### src/rtl/jk_bank_driver_if.sv
// rtl/jk_bank_driver_if.sv - command handshake and check status bundle for jk_bank_driver
//
// Purpose: groups the command valid/ready handshake with the per-command
// check results (busy, done, q_expected, mismatch).
// Ports (signals):
//   cmd_valid, cmd_op[2:0], cmd_data[WIDTH-1:0]  : command from initiator
//   cmd_ready                                    : driver can accept a command
//   busy, done, q_expected[WIDTH-1:0], mismatch  : check status from driver
// Modports: master = command initiator, slave = jk_bank_driver.
interface jk_bank_driver_if #(
  parameter int WIDTH = 4
);
  logic             cmd_valid;
  logic             cmd_ready;
  logic [2:0]       cmd_op;
  logic [WIDTH-1:0] cmd_data;
  logic             busy;
  logic             done;
  logic [WIDTH-1:0] q_expected;
  logic             mismatch;

  modport master (
    output cmd_valid, cmd_op, cmd_data,
    input  cmd_ready, busy, done, q_expected, mismatch
  );

  modport slave (
    input  cmd_valid, cmd_op, cmd_data,
    output cmd_ready, busy, done, q_expected, mismatch
  );
endinterface

### src/rtl/jk_bank_driver.sv
// rtl/jk_bank_driver.sv - stimulus/check driver for a bank of JK master-slave flip-flops
//
// Purpose: accepts one command at a time, turns it into J/K excitations plus a
// timed ff_clk pulse (sync ops) or a preset/clear pulse (async ops), then
// compares the bank readback against the expected value.
// Ports:
//   clk          : system clock, rising edge
//   clr          : asynchronous active-high reset
//   cmd          : jk_bank_driver_if.slave (handshake + check status)
//   j_out, k_out : J/K inputs to the bank
//   ff_clk       : clock to the bank
//   pre_bar_out  : bank preset, active low
//   clr_bar_out  : bank clear, active low
//   q_in         : bank Q readback
// Optional feature: define JK_BANK_DRIVER_QSYNC_EN to pass q_in through a
// 2-flop synchronizer and insert a 2-cycle WAIT state before CHECK.
module jk_bank_driver #(
  parameter int WIDTH         = 4,
  parameter int SETTLE_CYCLES = 2,
  parameter int PULSE_CYCLES  = 2
) (
  input  logic              clk,
  input  logic              clr,
  jk_bank_driver_if.slave   cmd,
  output logic [WIDTH-1:0]  j_out,
  output logic [WIDTH-1:0]  k_out,
  output logic              ff_clk,
  output logic              pre_bar_out,
  output logic              clr_bar_out,
  input  logic [WIDTH-1:0]  q_in
);

  localparam int CMAX = (SETTLE_CYCLES > PULSE_CYCLES) ?
                        ((SETTLE_CYCLES > 2) ? SETTLE_CYCLES : 2) :
                        ((PULSE_CYCLES > 2) ? PULSE_CYCLES : 2);
  localparam int CW = $clog2(CMAX + 1);

  typedef enum logic [2:0] {
    S_INIT, S_IDLE, S_SETUP, S_HIGH, S_LOW, S_ASYNC, S_WAIT, S_CHECK
  } state_t;

  state_t           state;
  logic [CW-1:0]    cnt;
  logic [WIDTH-1:0] q_use;

`ifdef JK_BANK_DRIVER_QSYNC_EN
  logic [WIDTH-1:0] q_s1, q_s2;
  always_ff @(posedge clk or posedge clr) begin
    if (clr) begin
      q_s1 <= '0;
      q_s2 <= '0;
    end else begin
      q_s1 <= q_in;
      q_s2 <= q_s1;
    end
  end
  assign q_use = q_s2;
`else
  assign q_use = q_in;
`endif

  // Excitation and expected value for the command currently offered;
  // q_use at the accept edge is the snapshot the op is applied to.
  logic [WIDTH-1:0] j_nxt, k_nxt, exp_nxt, q_inc, q_dec;
  logic             is_async, async_pre;

  always_comb begin
    q_inc     = q_use + WIDTH'(1);
    q_dec     = q_use - WIDTH'(1);
    j_nxt     = '0;
    k_nxt     = '0;
    exp_nxt   = q_use;
    is_async  = 1'b0;
    async_pre = 1'b0;
    case (cmd.cmd_op)
      3'b001: begin
        j_nxt   = cmd.cmd_data;
        k_nxt   = ~cmd.cmd_data;
        exp_nxt = cmd.cmd_data;
      end
      3'b010: begin
        // J=K=1 toggles exactly the bits that differ from the snapshot
        j_nxt   = q_use ^ q_inc;
        k_nxt   = q_use ^ q_inc;
        exp_nxt = q_inc;
      end
      3'b011: begin
        j_nxt   = q_use ^ q_dec;
        k_nxt   = q_use ^ q_dec;
        exp_nxt = q_dec;
      end
      3'b100: begin
        j_nxt   = '1;
        k_nxt   = '1;
        exp_nxt = ~q_use;
      end
      3'b101: begin
        is_async  = 1'b1;
        async_pre = 1'b1;
        exp_nxt   = '1;
      end
      3'b110: begin
        is_async = 1'b1;
        exp_nxt  = '0;
      end
      default: ;
    endcase
  end

  always_ff @(posedge clk or posedge clr) begin
    if (clr) begin
      state          <= S_INIT;
      cnt            <= '0;
      ff_clk         <= 1'b0;
      j_out          <= '0;
      k_out          <= '0;
      pre_bar_out    <= 1'b1;
      clr_bar_out    <= 1'b0;
      cmd.cmd_ready  <= 1'b0;
      cmd.busy       <= 1'b0;
      cmd.done       <= 1'b0;
      cmd.q_expected <= '0;
      cmd.mismatch   <= 1'b0;
    end else begin
      cmd.done <= 1'b0;
      case (state)
        S_INIT: begin
          clr_bar_out   <= 1'b1;
          cmd.cmd_ready <= 1'b1;
          state         <= S_IDLE;
        end
        S_IDLE: begin
          if (cmd.cmd_valid) begin
            cmd.cmd_ready  <= 1'b0;
            cmd.busy       <= 1'b1;
            cmd.q_expected <= exp_nxt;
            cnt            <= '0;
            if (is_async) begin
              pre_bar_out <= ~async_pre;
              clr_bar_out <= async_pre;
              state       <= S_ASYNC;
            end else begin
              j_out <= j_nxt;
              k_out <= k_nxt;
              state <= S_SETUP;
            end
          end
        end
        S_SETUP: begin
          if (cnt == CW'(SETTLE_CYCLES - 1)) begin
            cnt    <= '0;
            ff_clk <= 1'b1;
            state  <= S_HIGH;
          end else begin
            cnt <= cnt + CW'(1);
          end
        end
        S_HIGH: begin
          if (cnt == CW'(PULSE_CYCLES - 1)) begin
            cnt    <= '0;
            ff_clk <= 1'b0;
            state  <= S_LOW;
          end else begin
            cnt <= cnt + CW'(1);
          end
        end
        S_ASYNC: begin
          if (cnt == CW'(PULSE_CYCLES - 1)) begin
            cnt         <= '0;
            pre_bar_out <= 1'b1;
            clr_bar_out <= 1'b1;
            state       <= S_LOW;
          end else begin
            cnt <= cnt + CW'(1);
          end
        end
        S_LOW: begin
          if (cnt == CW'(SETTLE_CYCLES - 1)) begin
            cnt   <= '0;
            j_out <= '0;
            k_out <= '0;
`ifdef JK_BANK_DRIVER_QSYNC_EN
            state <= S_WAIT;
`else
            state <= S_CHECK;
`endif
          end else begin
            cnt <= cnt + CW'(1);
          end
        end
        S_WAIT: begin
          // lets the settled Q travel through the synchronizer
          if (cnt == CW'(1)) begin
            cnt   <= '0;
            state <= S_CHECK;
          end else begin
            cnt <= cnt + CW'(1);
          end
        end
        S_CHECK: begin
          cmd.mismatch  <= (q_use != cmd.q_expected);
          cmd.done      <= 1'b1;
          cmd.busy      <= 1'b0;
          cmd.cmd_ready <= 1'b1;
          state         <= S_IDLE;
        end
        default: state <= S_INIT;
      endcase
    end
  end

endmodule

### src/flat_wrapper.sv
// flat-port wrapper written by rule: the top's interface ports become plain ports
module jk_bank_driver_flat 
#(
  parameter int WIDTH         = 4,
  parameter int SETTLE_CYCLES = 2,
  parameter int PULSE_CYCLES  = 2
)
  (clk, clr, j_out, k_out, ff_clk, pre_bar_out, clr_bar_out, q_in, cmd_cmd_valid, cmd_cmd_op, cmd_cmd_data, cmd_cmd_ready, cmd_busy, cmd_done, cmd_q_expected, cmd_mismatch);
  jk_bank_driver_if #(.WIDTH(WIDTH)) cmd_i ();
  input  logic clk;
  input  logic clr;
  output logic [WIDTH-1:0] j_out;
  output logic [WIDTH-1:0] k_out;
  output logic ff_clk;
  output logic pre_bar_out;
  output logic clr_bar_out;
  input  logic [WIDTH-1:0] q_in;
  input wire logic [$bits(cmd_i.cmd_valid)-1:0] cmd_cmd_valid;
  input wire logic [$bits(cmd_i.cmd_op)-1:0] cmd_cmd_op;
  input wire logic [$bits(cmd_i.cmd_data)-1:0] cmd_cmd_data;
  output wire logic [$bits(cmd_i.cmd_ready)-1:0] cmd_cmd_ready;
  output wire logic [$bits(cmd_i.busy)-1:0] cmd_busy;
  output wire logic [$bits(cmd_i.done)-1:0] cmd_done;
  output wire logic [$bits(cmd_i.q_expected)-1:0] cmd_q_expected;
  output wire logic [$bits(cmd_i.mismatch)-1:0] cmd_mismatch;
  assign cmd_i.cmd_valid = cmd_cmd_valid;
  assign cmd_i.cmd_op = cmd_cmd_op;
  assign cmd_i.cmd_data = cmd_cmd_data;
  assign cmd_cmd_ready = cmd_i.cmd_ready;
  assign cmd_busy = cmd_i.busy;
  assign cmd_done = cmd_i.done;
  assign cmd_q_expected = cmd_i.q_expected;
  assign cmd_mismatch = cmd_i.mismatch;
  jk_bank_driver #(.WIDTH(WIDTH), .SETTLE_CYCLES(SETTLE_CYCLES), .PULSE_CYCLES(PULSE_CYCLES)) u_core (.clk(clk), .clr(clr), .cmd(cmd_i), .j_out(j_out), .k_out(k_out), .ff_clk(ff_clk), .pre_bar_out(pre_bar_out), .clr_bar_out(clr_bar_out), .q_in(q_in));
endmodule
### config.mk
export PLATFORM = sky130hd
export DESIGN_NAME = jk_bank_driver_flat
export DESIGN_NICKNAME = d
export VERILOG_FILES = /design/src/rtl/jk_bank_driver_if.sv /design/src/rtl/jk_bank_driver.sv /design/src/flat_wrapper.sv
export SDC_FILE = /design/constraint.sdc
export NUM_CORES = 1
export LEC_CHECK = 0
export CAP_MARGIN = 10
export CELL_PAD_IN_SITES_DETAIL_PLACEMENT = 1
export CELL_PAD_IN_SITES_GLOBAL_PLACEMENT = 2
export CORE_AREA = 5 5 76 78
export CTS_BUF_LIST = sky130_fd_sc_hd__clkbuf_4
export CTS_CLUSTER_SIZE = 30
export DETAILED_ROUTE_END_ITERATION = 6
export DIE_AREA = 0 0 81 83
export PLACE_DENSITY = 0.83
export SKIP_CTS_REPAIR_TIMING = 1
export SLEW_MARGIN = 30
export SYNTH_ARGS = -nofsm -noshare
export SYNTH_HDL_FRONTEND = slang
export SYNTH_SLANG_ARGS = --single-unit
### constraint.sdc
create_clock -name clk -period 2 [get_ports clk]
set_input_delay 0.2 -clock clk [delete_from_list [all_inputs] [get_ports clk]]
set_output_delay 0.2 -clock clk [all_outputs]
set_load 0.005 [all_outputs]
# Yosys cells after proc, flatten, opt, wreduce, memory -nomap -nowiden
# Cells that the tools add are included.
# totals
wordCells	101
reg_bits	24
# op_classes
reduce_logical	22
mux	35
bitwise	5
add_sub_neg	3
n_eq_ne	24
# op_table
operator	count
4-bit one-hot mux with 4 select lines	2
4-bit one-hot mux with 6 select lines	1
3-bit == test (second input constant)	7
4-bit two-way mux	5
4-bit one-hot mux with 2 select lines	2
4-bit AND reduction	4
3-bit two-way mux	5
3-bit one-hot mux with 5 select lines	1
2-bit by 1-bit != test with 1-bit output (second input constant)	7
3-bit by 2-bit == test with 1-bit output (second input constant)	4
2-bit nonzero test	6
1-bit two-way mux	11
4-bit NOT	2
1-bit one-hot mux with 2 select lines	4
2-bit AND reduction	4
2-bit OR reduction	4
4-bit bitwise XOR	2
3-bit by 1-bit == test with 1-bit output (second input constant)	2
5-bit OR reduction	1
4-bit by 1-bit adder with 4-bit output (second input constant)	1
2-bit two-way mux	2
2-bit != test (second input constant)	2
4-bit != test	1
2-bit one-hot mux with 2 select lines	1
other kinds (8)	8

# Longest topological paths before layout
# Gate-level depths: netlist (run 1).
# logic_depth
word_depth	6
depth_mapped	7

# Worst setup path before layout (run 1)
# Ideal clock, no wire load.
# synth_path
path_type	in2reg
from	input q_in[1]
to	register u_core.k_out[1]
required_ps	1879
arrival_time_ps	1388
path_buffers	1
setup_time_ps	121
path_slack_ps	491
cell_stages	7
path_cell_list	buf_2 -> inv_1 -> ha_1 -> xor3_1 -> nand2_1 -> o211ai_1 -> a22o_1
# synth_via
elab_chain_len	6
# synth_rtl
element	line	source
start: declaration	flat_wrapper.sv:17	input logic [WIDTH-1:0] q_in;
4-bit by 1-bit subtractor with 4-bit output or 4-bit by 1-bit adder with 4-bit output (tied branches)	jk_bank_driver.sv:69, jk_bank_driver.sv:68	
4-bit bitwise XOR, on equally long branches	jk_bank_driver.sv:89, jk_bank_driver.sv:84	
4-bit one-hot mux with 4 select lines *	jk_bank_driver.sv:75	case (cmd.cmd_op)
4-bit two-way mux *	jk_bank_driver.sv:138	if (is_async) begin
4-bit two-way mux *	jk_bank_driver.sv:133	if (cmd.cmd_valid) begin
4-bit one-hot mux with 2 select lines *	jk_bank_driver.sv:126	case (state)
end signal: assignment	jk_bank_driver.sv:144	k_out <= k_nxt;
end: declaration	jk_bank_driver.sv:26	output logic [WIDTH-1:0] k_out,
# Every way passes the cells marked *; elsewhere a longest branch is shown, timed or not. The select of a mux whose other input is x is not followed.
# A chain may end at the register's enable or synchronous reset.

# Worst setup path in the final report (run 1)
# layout_path
from	input q_in[0]
to	register u_core.k_out[1]
# Same word-level chain as after synthesis.

==> run_results.csv, run 1 <==
group,metric,value,unit
run_status,outcome,"complete, no violations",
hold_path,min-delay-path-class,"input pin to asynchronous set/reset pin",
power_and_ir_drop,power_density,1109,mW/mm^2
timing,final-setup-viol-count,0,
timing,min_period_over_period,79.27,%
clock_network,cts_htree_levels,1,
logic_synthesis,seq_area_frac_synth,36.72,%
grt,grt_use_met3,1.948,%
worst_setup_path,cp_cell_sequence,"clkdlybuf4s50_1, inv_1, ha_1, xor3_1, nand2_1, o211ai_1, a22o_1",
clock_network,clock_latency,320,ps
clock_network,clock-sinks,24,
worst_setup_path,crit_required,2230,ps
die,top_level_ports,33,
route,detailroute.via_count,1535,
logic_synthesis,synth_top_area_share,35.11,%
route,route.final.wire_length,4.617,mm
clock_network,cts.path.max_buffers,2,
die,die_w,81,um
logic_synthesis,cell_variety_after_synth,48,
die,fp.coreArea,0.005010,mm^2
worst_setup_path,cp.arrival,1820,ps
grt,via_count_of_the_first_global_routing_pass,1630,
placed_design,minimum_setup_slack_after_placement,56.66,ps
power_and_ir_drop,power.switching,890.3,uW
timing,worstMarginPinSlew,434.2,ps
worst_setup_path,endpoint,"u_core.k_out[1]$_DFFE_PP0P_",
logic_synthesis,syn_avg_cell_area,8.765,um^2
grt,grt.overflow.total,0,
worst_setup_path,cp-startpoint,"q_in[0]",
timing,setup_tns,0,ps
clock_network,root_buffer,"sky130_fd_sc_hd__clkbuf_4",
worst_setup_path,start_kind,"input pin",
logic_synthesis,synth.ff_latch_count,24,
die,fp.dieH,83,um
placed_design,number_of_i_o_port_buffers,32,
worst_setup_path,worst-path-buf-inv,2,
finish,drive_gt1_share,13.91,%
timing,final-hold-violation-count,0,
finish,final_core_utilization,43.01,%
timing,grt_setup_unrepaired,"false",
clock_network,cts_inserted_buffers,3,
worst_setup_path,criticalPathCategory,"input pin to flip-flop",
logic_synthesis,synth_cells,187,
grt,met2_usage,24.42,%
grt,first_pass_grt_wire_length,8.121,mm
power_and_ir_drop,p_comb_share,51.7,%
finish,filler_cell_count,627,
worst_setup_path,worst_path_max_delay_cell,"sky130_fd_sc_hd__clkdlybuf4s50_1",
power_and_ir_drop,share_clk_of_total_power,9.7,%
timing,report.final.slew_viol_count,0,
route,antenna_violating_nets_post_route,0,
worst_setup_path,r2r.worst_path.cells,4,
die,initial_util,32.72,%
logic_synthesis,synth_flop_cell,"sky130_fd_sc_hd__dfrtp_1",
route,dr.first_iter.drc_count,53,
finish,num_antenna_cells,0,
power_and_ir_drop,share_seq_of_total_power,38.6,%
logic_synthesis,share_of_flip_flops_with_an_asynchronous_set_or_reset,100.0,%
flow_run,cap_viol_max_count,0,
finish,final_net_count,247,
timing,hold-worst-slack,215.7,ps
logic_synthesis,post_synth_main_area_contributors,"sky130_fd_sc_hd__dfrtp_1 (35%), sky130_fd_sc_hd__a22o_1 (4.8%), sky130_fd_sc_hd__nand2_1 (4.4%), sky130_fd_sc_hd__a21oi_1 (4.3%), sky130_fd_sc_hd__nand2b_1 (3.4%)",
route,avgRoutedWirePerCell,15.39,um
worst_setup_path,regToRegStartpoint,"u_core.state[2]$_DFFE_PP0P_",
die,dieArea,0.006723,mm^2
logic_synthesis,netlist.top_cell.by_area,"sky130_fd_sc_hd__dfrtp_1",
grt,grt.total_usage,14.94,%
clock_network,tritoncts,"done",
clock_network,worst_setup_hold_path_clk_slew,150,ps
timing,setup_ws,414.6,ps
route,vias_per_cell,5.117,
placed_design,dp.final_hpwl,3.584,mm
logic_synthesis,synthesis.yosys.warnings,0,
worst_setup_path,rrSetupSlack,470,ps
timing,post-route-min-period,1585,ps
route,drc_errors,0,
die,number_of_placement_rows,26,
worst_setup_path,type_of_destination_of_the_critical_path,"flip-flop",
logic_synthesis,synth.cell_area,0.001639,mm^2
grt,grt_util_met1,20.78,%
worst_setup_path,critical_path.reg2reg.endpoint,"u_core.k_out[3]$_DFFE_PP0P_",
worst_setup_path,cpPeakStageDelay,470,ps
worst_setup_path,worst_path_top_cell_family_by_delay,"buffers and inverters",
power_and_ir_drop,internal,1499,uW
route,drt_first_pass_iters,4,
timing,finalClockSkew,5.391,ps
timing,max_freq,630.8,MHz
logic_synthesis,synth_enable_flop_cells,0,
placed_design,finalWeightedCongestion,0.7775,
timing,slew-limit-headroom,71.05,%
finish,mostFrequentLayoutCells,"sky130_fd_sc_hd__clkdlybuf4s50_1 (32), sky130_fd_sc_hd__dfrtp_1 (23), sky130_fd_sc_hd__buf_4 (21)",
worst_setup_path,path_depth,7,
logic_synthesis,synth_fp_nets,203,
grt,grt_antenna_before_repair,0,
worst_setup_path,critPathMaxFanout,2,
power_and_ir_drop,p_leak,0.0009104,uW
power_and_ir_drop,max-vdd-ir-drop,0.4293,mV
grt,maximum_number_of_pins_on_one_net_before_global_route_repair,25,
grt,gr-max-usage-layer,"met2",
power_and_ir_drop,power,2390,uW
finish,area_added_between_synthesis_and_finish,31.45,%
power_and_ir_drop,p_sw_share,37.25,%
finish,mostFrequentLayoutCell,"sky130_fd_sc_hd__clkdlybuf4s50_1",
==> power groups by stage <==
stage	Sequential, uW	Clock (uW)	Combinational, uW
floorplan	862	0	704
global placement	935	0	1230
detailed placement	939	0	1250
CTS	930	244	1260
global route	974	265	1380
finish	922	232	1240
==> metrics by stage <==
stage | std cells | area, um^2
after global routing | 300 | 2155
after detailed placement | 296 | 2128
after global placement | 296 | 2128
after floorplan | 187 | 1639
final | 300 | 2155
after CTS | 300 | 2155
==> worst min path at each step <==
stage	end	slack (ps)	cells after the start
floorplan	u_core.clr_bar_out$_DFFE_PP0P_	210	1
global placement	u_core.cmd.busy$_DFFE_PP0P_	460	2
detailed placement	u_core.cmd.busy$_DFFE_PP0P_	480	2
CTS	u_core.state[0]$_DFFE_PP0P_	220	3
global route	u_core.state[0]$_DFFE_PP0P_	240	3
finish	u_core.state[0]$_DFFE_PP0P_	220	3
==> synth_stat cells (4+ instances only) <==
| cell type | number |
|---|---|
| sky130_fd_sc_hd__dfrtp_1 | 23 |
| sky130_fd_sc_hd__a21oi_1 | 14 |
| sky130_fd_sc_hd__nand2b_1 | 9 |
| sky130_fd_sc_hd__inv_1 | 6 |
| sky130_fd_sc_hd__xor2_1 | 4 |
| sky130_fd_sc_hd__nor2b_1 | 9 |
| sky130_fd_sc_hd__a22o_1 | 9 |
| sky130_fd_sc_hd__o211ai_1 | 5 |
| sky130_fd_sc_hd__nor2_1 | 9 |
| sky130_fd_sc_hd__nor3_1 | 4 |
| sky130_fd_sc_hd__buf_2 | 10 |
| sky130_fd_sc_hd__nand3_1 | 7 |
| sky130_fd_sc_hd__nand2_1 | 19 |
| sky130_fd_sc_hd__o21ai_0 | 8 |
==> layout make-up <==
| cell class | count | area, um^2 | share of cell area [%] |
|---|---|---|---|
| flip-flops and latches | 24 | 601.8 | 27.93 |
| multi-input cells | 143 | 938.4 | 43.55 |
| repair buffers | 53 | 478.0 | 22.18 |
| well taps | 70 | 87.58 | 4.065 |
| clock inverters | 1 | 3.754 | 0.1742 |
| inverters | 6 | 22.52 | 1.045 |
| clock buffers | 3 | 22.52 | 1.045 |
==> worst reg2reg max path, stage by stage, from the launching register on <==
cell,delay [ps]
sky130_fd_sc_hd__dfrtp_1,560
sky130_fd_sc_hd__nor2_1,250
sky130_fd_sc_hd__nand3_1,170
sky130_fd_sc_hd__a21oi_2,310
sky130_fd_sc_hd__a22o_1,200
==> flip-flops by register name, indices dropped and copies added (netlist names) <==
name	count
u_core.k_out	4
u_core.cmd.mismatch	1
u_core.clr_bar_out	1
u_core.state	3
u_core.pre_bar_out	1
u_core.cmd.cmd_ready	1
u_core.cmd.q_expected	4
u_core.cmd.busy	1
u_core.ff_clk	1
u_core.cmd.done	1
u_core.cnt	2
u_core.j_out	4
==> cell families (layout without fill, tap and decap cells) <==
| family | count (synthesis) | count (layout) | share of synthesized area, % |
|---|---|---|---|
| flops | 24 | 24 | 36.72 |
| xor+xnor | 5 | 5 | 3.587 |
| fa+ha+maj | 2 | 2 | 1.526 |
| simple gates | 74 | 74 | 25.04 |
| compound gates | 59 | 59 | 25.19 |
| mux | 3 | 3 | 1.908 |
| buf+inv | 20 | 63 | 6.030 |
==> routing by layer <==
metal  vias to the layer above  share of wire [%]  wire length (um)
met5                         -                  0                 0
met4                         0               0.54                25
met3                         2                3.2               149
met2                        22                 50              2287
met1                       748                 47              2155
li1                        763                  -                 -
Note: power is estimated with default switching activity, not from simulation.
==> run 2: changes to the inputs <==
- CORE_AREA: 5 5 76 78 -> 5 5 82 84
- DIE_AREA: 0 0 81 83 -> 0 0 87 89
- PLACE_DENSITY: 0.83 -> 0.75
- clock period: 2 -> 1.32 ns (I/O delays scaled with it)
==> run_results.csv, run 2 (synthesis results as in run 1) <==
group,metric,value,unit
power_and_ir_drop,p_leak,0.001430,uW
timing,grt_setup_unrepaired,"true",
die,dieArea,0.007743,mm^2
clock_network,worst_setup_hold_path_clk_slew,140,ps
clock_network,root_buffer,"sky130_fd_sc_hd__clkbuf_4",
finish,drive_gt1_share,37.05,%
route,vias_per_cell,4.921,
worst_setup_path,timing.critical_path.mode_cell,"sky130_fd_sc_hd__buf_6",
placed_design,finalWeightedCongestion,0.7675,
timing,setup_ws,-174.0,ps
finish,final_core_utilization,46.96,%
timing,worstMarginPinSlew,376.3,ps
worst_setup_path,crit_required,1530,ps
die,top_level_ports,33,
finish,area_added_between_synthesis_and_finish,67.63,%
grt,maximum_number_of_pins_on_one_net_before_global_route_repair,19,
run_status,failed_checks,"negative setup slack",
placed_design,placedInstanceArea,0.002400,mm^2
worst_setup_path,criticalPathCategory,"flip-flop to flip-flop",
power_and_ir_drop,power_density,1669,mW/mm^2
route,avgRoutedWirePerCell,15.17,um
timing,post-route-min-period,1494,ps
placed_design,number_of_i_o_port_buffers,32,
clock_network,tritoncts,"done",
timing,min_period_over_period,113.2,%
worst_setup_path,type_of_destination_of_the_critical_path,"flip-flop",
timing,report.final.slew_viol_count,0,
worst_setup_path,cp.arrival,1700,ps
route,dr.first_iter.drc_count,45,
timing,max_freq,669.3,MHz
finish,num_antenna_cells,0,
die,die_w,87,um
worst_setup_path,cpPeakStageDelay,480,ps
worst_setup_path,critPathMaxFanout,6,
finish,final_net_count,295,
route,detailroute.via_count,1737,
timing,slew-limit-headroom,74.92,%
grt,first_pass_grt_wire_length,8.576,mm
die,number_of_placement_rows,28,
clock_network,clock-sinks,24,
timing,final-hold-violation-count,0,
timing,hold-worst-slack,72.41,ps
worst_setup_path,worst_path_max_delay_cell,"sky130_fd_sc_hd__dfrtp_2",
timing,finalClockSkew,12.58,ps
flow_run,cap_viol_max_count,0,
placed_design,minimum_setup_slack_after_placement,-508.6,ps
timing,final-setup-viol-count,14,
grt,grt_antenna_before_repair,0,
die,fp.coreArea,0.005851,mm^2
finish,mostFrequentLayoutCell,"sky130_fd_sc_hd__buf_4",
grt,grt.overflow.total,0,
route,drc_errors,0,
grt,grt.total_usage,13.99,%
placed_design,dp.final_hpwl,4.132,mm
die,initial_util,28.02,%
route,drt_first_pass_iters,6,
finish,mostFrequentLayoutCells,"sky130_fd_sc_hd__buf_4 (60), sky130_fd_sc_hd__dlymetal6s2s_1 (23), sky130_fd_sc_hd__dfrtp_1 (22)",
clock_network,cts_htree_levels,1,
grt,via_count_of_the_first_global_routing_pass,1789,
clock_network,clock_latency,320,ps
route,antenna_violating_nets_post_route,0,
route,route.final.wire_length,5.354,mm
clock_network,cts.path.max_buffers,2,
worst_setup_path,start_kind,"flip-flop",
finish,reg_top3,"u_core.cmd.q_expected (4), u_core.j_out (4), u_core.k_out (4)",
power_and_ir_drop,max-vdd-ir-drop,0.8357,mV
hold_path,min-delay-path-class,"input pin to asynchronous set/reset pin",
run_status,outcome,"complete, but fails checks",
die,fp.dieH,89,um
worst_setup_path,cp_cell_sequence,"buf_6, nor3_4, buf_6, o31ai_2, o32a_1",
finish,filler_cell_count,691,
finish,finish.instance_area,0.002748,mm^2
clock_network,cts_inserted_buffers,3,
run 2: where the power goes:
group          internal (uW)  leakage, uW  total (uW)  switching [uW]
logic                   1760      0.00112        2930            1160
registers               1070     0.000290        1320             255
clock network            111    0.0000154         336             226
run 2: cell type report:
cell class,count,area (um^2),share of cell area [%]
repair buffers,101,938.4,34.15
multi-input cells,143,1061,38.62
flip-flops and latches,24,603.1,21.95
inverters,6,25.02,0.9107
clock inverters,1,3.754,0.1366
clock buffers,3,22.52,0.8197
well taps,75,93.84,3.415
run 2: stage by stage:
step / std cells / setup TNS, ps / power [uW]
after floorplan: 187 / -13.80 / 2380
after global placement: 333 / -6773 / 3686
after detailed placement: 333 / -7686 / 3737
after CTS: 337 / -3568 / 4099
after global routing: 353 / -2444 / 4975
final: 353 / -1296 / 4586
run 2: path summary, 6_finish.rpt:
| kind | from | to | slack, ps | depth (start not counted) |
|---|---|---|---|---|
| hold / removal | clr | u_core.cmd.mismatch$_DFFE_PP0P_ | 70 | 2 |
| setup reg to reg | u_core.state[1]$_DFFE_PP0P_ | u_core.cmd.q_expected[3]$_DFFE_PP0P_ | -170 | 5 |
| max in group asynchronous | clr | u_core.clr_bar_out$_DFFE_PP0P_ | 840 | 3 |
| min in group clk | cmd_cmd_op[0] | u_core.cmd.q_expected[1]$_DFFE_PP0P_ | 480 | 4 |
| setup / recovery | u_core.state[1]$_DFFE_PP0P_ | u_core.cmd.q_expected[3]$_DFFE_PP0P_ | -170 | 5 |
| hold reg to reg | u_core.cmd.busy$_DFFE_PP0P_ | u_core.cmd.busy$_DFFE_PP0P_ | 500 | 2 |
run 2: worst max-delay path, delay by kind of cell (launching register included):
kind,cells,cell delay (ps)
flops,1,480
buf+inv,2,300
simple gates,1,250
compound gates,2,350
run 2: per-layer routing:
layer / GRT usage, % / share of wire, % / vias to the layer above
li1: - / - / 859
met1: 17.79 / 46 / 843
met2: 25.33 / 50 / 31
met3: 1.751 / 3.7 / 4
met4: 2.975 / 0.37 / 0
met5: 0 / 0 / -
==> run 3: changes to the inputs <==
- MAX_ROUTING_LAYER: default -> met4
==> run_results.csv, run 3 (synthesis results as in run 1) <==
group,metric,value,unit
finish,mostFrequentLayoutCells,"sky130_fd_sc_hd__buf_4 (60), sky130_fd_sc_hd__dlymetal6s2s_1 (23), sky130_fd_sc_hd__dfrtp_1 (22)",
die,dieArea,0.007743,mm^2
timing,final-hold-violation-count,0,
worst_setup_path,worst_path_top_cell_family_by_delay,"flip-flops",
grt,grt_antenna_before_repair,0,
grt,grt.total_usage,14.38,%
worst_setup_path,crit_required,1530,ps
worst_setup_path,type_of_destination_of_the_critical_path,"flip-flop",
worst_setup_path,path_depth,5,
finish,drive_gt1_share,37.05,%
finish,filler_cell_count,691,
route,vias_per_cell,4.918,
timing,worstMarginPinSlew,371.9,ps
worst_setup_path,worst-path-buf-inv,2,
power_and_ir_drop,max-vdd-ir-drop,0.8316,mV
timing,setup_tns,-1248,ps
route,dr.first_iter.drc_count,41,
worst_setup_path,critPathMaxFanout,6,
worst_setup_path,cp.arrival,1700,ps
clock_network,clock-sinks,24,
route,detailroute.via_count,1736,
placed_design,minimum_setup_slack_after_placement,-508.6,ps
timing,report.final.slew_viol_count,0,
timing,finalClockSkew,11.83,ps
worst_setup_path,criticalPathCategory,"flip-flop to flip-flop",
finish,area_added_between_synthesis_and_finish,67.63,%
placed_design,number_of_i_o_port_buffers,32,
placed_design,finalWeightedCongestion,0.7778,
grt,maximum_number_of_pins_on_one_net_before_global_route_repair,19,
timing,hold-worst-slack,72.66,ps
power_and_ir_drop,p_leak,0.001430,uW
finish,mostFrequentLayoutCell,"sky130_fd_sc_hd__buf_4",
finish,final_net_count,295,
worst_setup_path,start_kind,"flip-flop",
timing,post-route-min-period,1493,ps
die,number_of_placement_rows,28,
grt,grt.overflow.total,0,
timing,setup_ws,-173.1,ps
worst_setup_path,cp_cell_sequence,"buf_6, nor3_4, buf_6, o31ai_2, o32a_1",
worst_setup_path,cpPeakStageDelay,480,ps
hold_path,min-delay-path-class,"input pin to asynchronous set/reset pin",
clock_network,cts_inserted_buffers,3,
clock_network,cts.path.max_buffers,2,
placed_design,dp.final_hpwl,4.132,mm
worst_setup_path,timing.critical_path.mode_cell,"sky130_fd_sc_hd__buf_6",
grt,first_pass_grt_wire_length,8.569,mm
worst_setup_path,r2r.worst_path.cells,5,
finish,final-seq-area,603.1,um^2
timing,slew-limit-headroom,75.21,%
die,fp.coreArea,0.005851,mm^2
clock_network,tritoncts,"done",
grt,via_count_of_the_first_global_routing_pass,1793,
clock_network,clock_latency,320,ps
power_and_ir_drop,power_density,1668,mW/mm^2
finish,num_antenna_cells,0,
worst_setup_path,worst_path_max_delay_cell,"sky130_fd_sc_hd__dfrtp_2",
timing,min_period_over_period,113.1,%
route,drc_errors,0,
timing,final-setup-viol-count,14,
die,fp.dieH,89,um
timing,max_freq,669.7,MHz
die,top_level_ports,33,
run_status,outcome,"complete, but fails checks",
run_status,failed_checks,"negative setup slack",
clock_network,cts_htree_levels,1,
clock_network,worst_setup_hold_path_clk_slew,140,ps
clock_network,root_buffer,"sky130_fd_sc_hd__clkbuf_4",
route,avgRoutedWirePerCell,15.13,um
timing,grt_setup_unrepaired,"true",
route,drt_first_pass_iters,4,
route,route.final.wire_length,5.342,mm
finish,reg_top3,"u_core.cmd.q_expected (4), u_core.j_out (4), u_core.k_out (4)",
die,die_w,87,um
flow_run,cap_viol_max_count,0,
finish,multi_input_comb_area,0.001061,mm^2
route,antenna_violating_nets_post_route,0,
die,initial_util,28.02,%
## run 3: cell counts in the layout (fill, tap and decap cells not counted)
Identical to the previous run, type by type.
## run 3: power by group
| group | total, uW | internal (uW) | switching [uW] |
|---|---|---|---|
| combinational | 2930 | 1760 | 1160 |
| sequential | 1320 | 1070 | 254 |
| clock | 335 | 111 | 225 |
## run 3: layer usage
metal | vias to the layer above | track usage, % | wire length (um)
li1 | 859 | - | -
met1 | 840 | 17.73 | 2463
met2 | 33 | 25.33 | 2675
met3 | 4 | 1.659 | 182
met4 | 0 | 2.975 | 21
met5 | - | - | 0
## run 3: final timing paths
check,startpoint,endpoint,slack (ps)
setup / recovery,u_core.state[1]$_DFFE_PP0P_,u_core.cmd.q_expected[3]$_DFFE_PP0P_,-170
hold / removal,clr,u_core.cmd.mismatch$_DFFE_PP0P_,70
setup reg to reg,u_core.state[1]$_DFFE_PP0P_,u_core.cmd.q_expected[3]$_DFFE_PP0P_,-170
hold reg to reg,u_core.cmd.busy$_DFFE_PP0P_,u_core.cmd.busy$_DFFE_PP0P_,500
max in group asynchronous,clr,u_core.clr_bar_out$_DFFE_PP0P_,840
min in group clk,cmd_cmd_op[0],u_core.cmd.q_expected[1]$_DFFE_PP0P_,470
## run 3: cell type report
cell class | count | share of cell area, %
Multi-Input combinational cell | 143 | 38.62
Tap cell | 75 | 3.415
Clock buffer | 3 | 0.8197
Sequential cell | 24 | 21.95
Timing Repair Buffer | 101 | 34.15
Inverter | 6 | 0.9107
Clock inverter | 1 | 0.1366
## run 3: metrics by stage
stage / area [um^2] / std cells / power, uW / utilization [%]
2_1_floorplan: 1660 / 187 / 2380 / -
3_3_place_gp: 2400 / 333 / 3686 / 41.02
3_5_place_dp: 2400 / 333 / 3737 / 41.02
4_1_cts: 2426 / 337 / 4099 / 41.47
5_1_grt: 2748 / 353 / 4974 / 46.96
6_report: 2748 / 353 / 4583 / 46.96
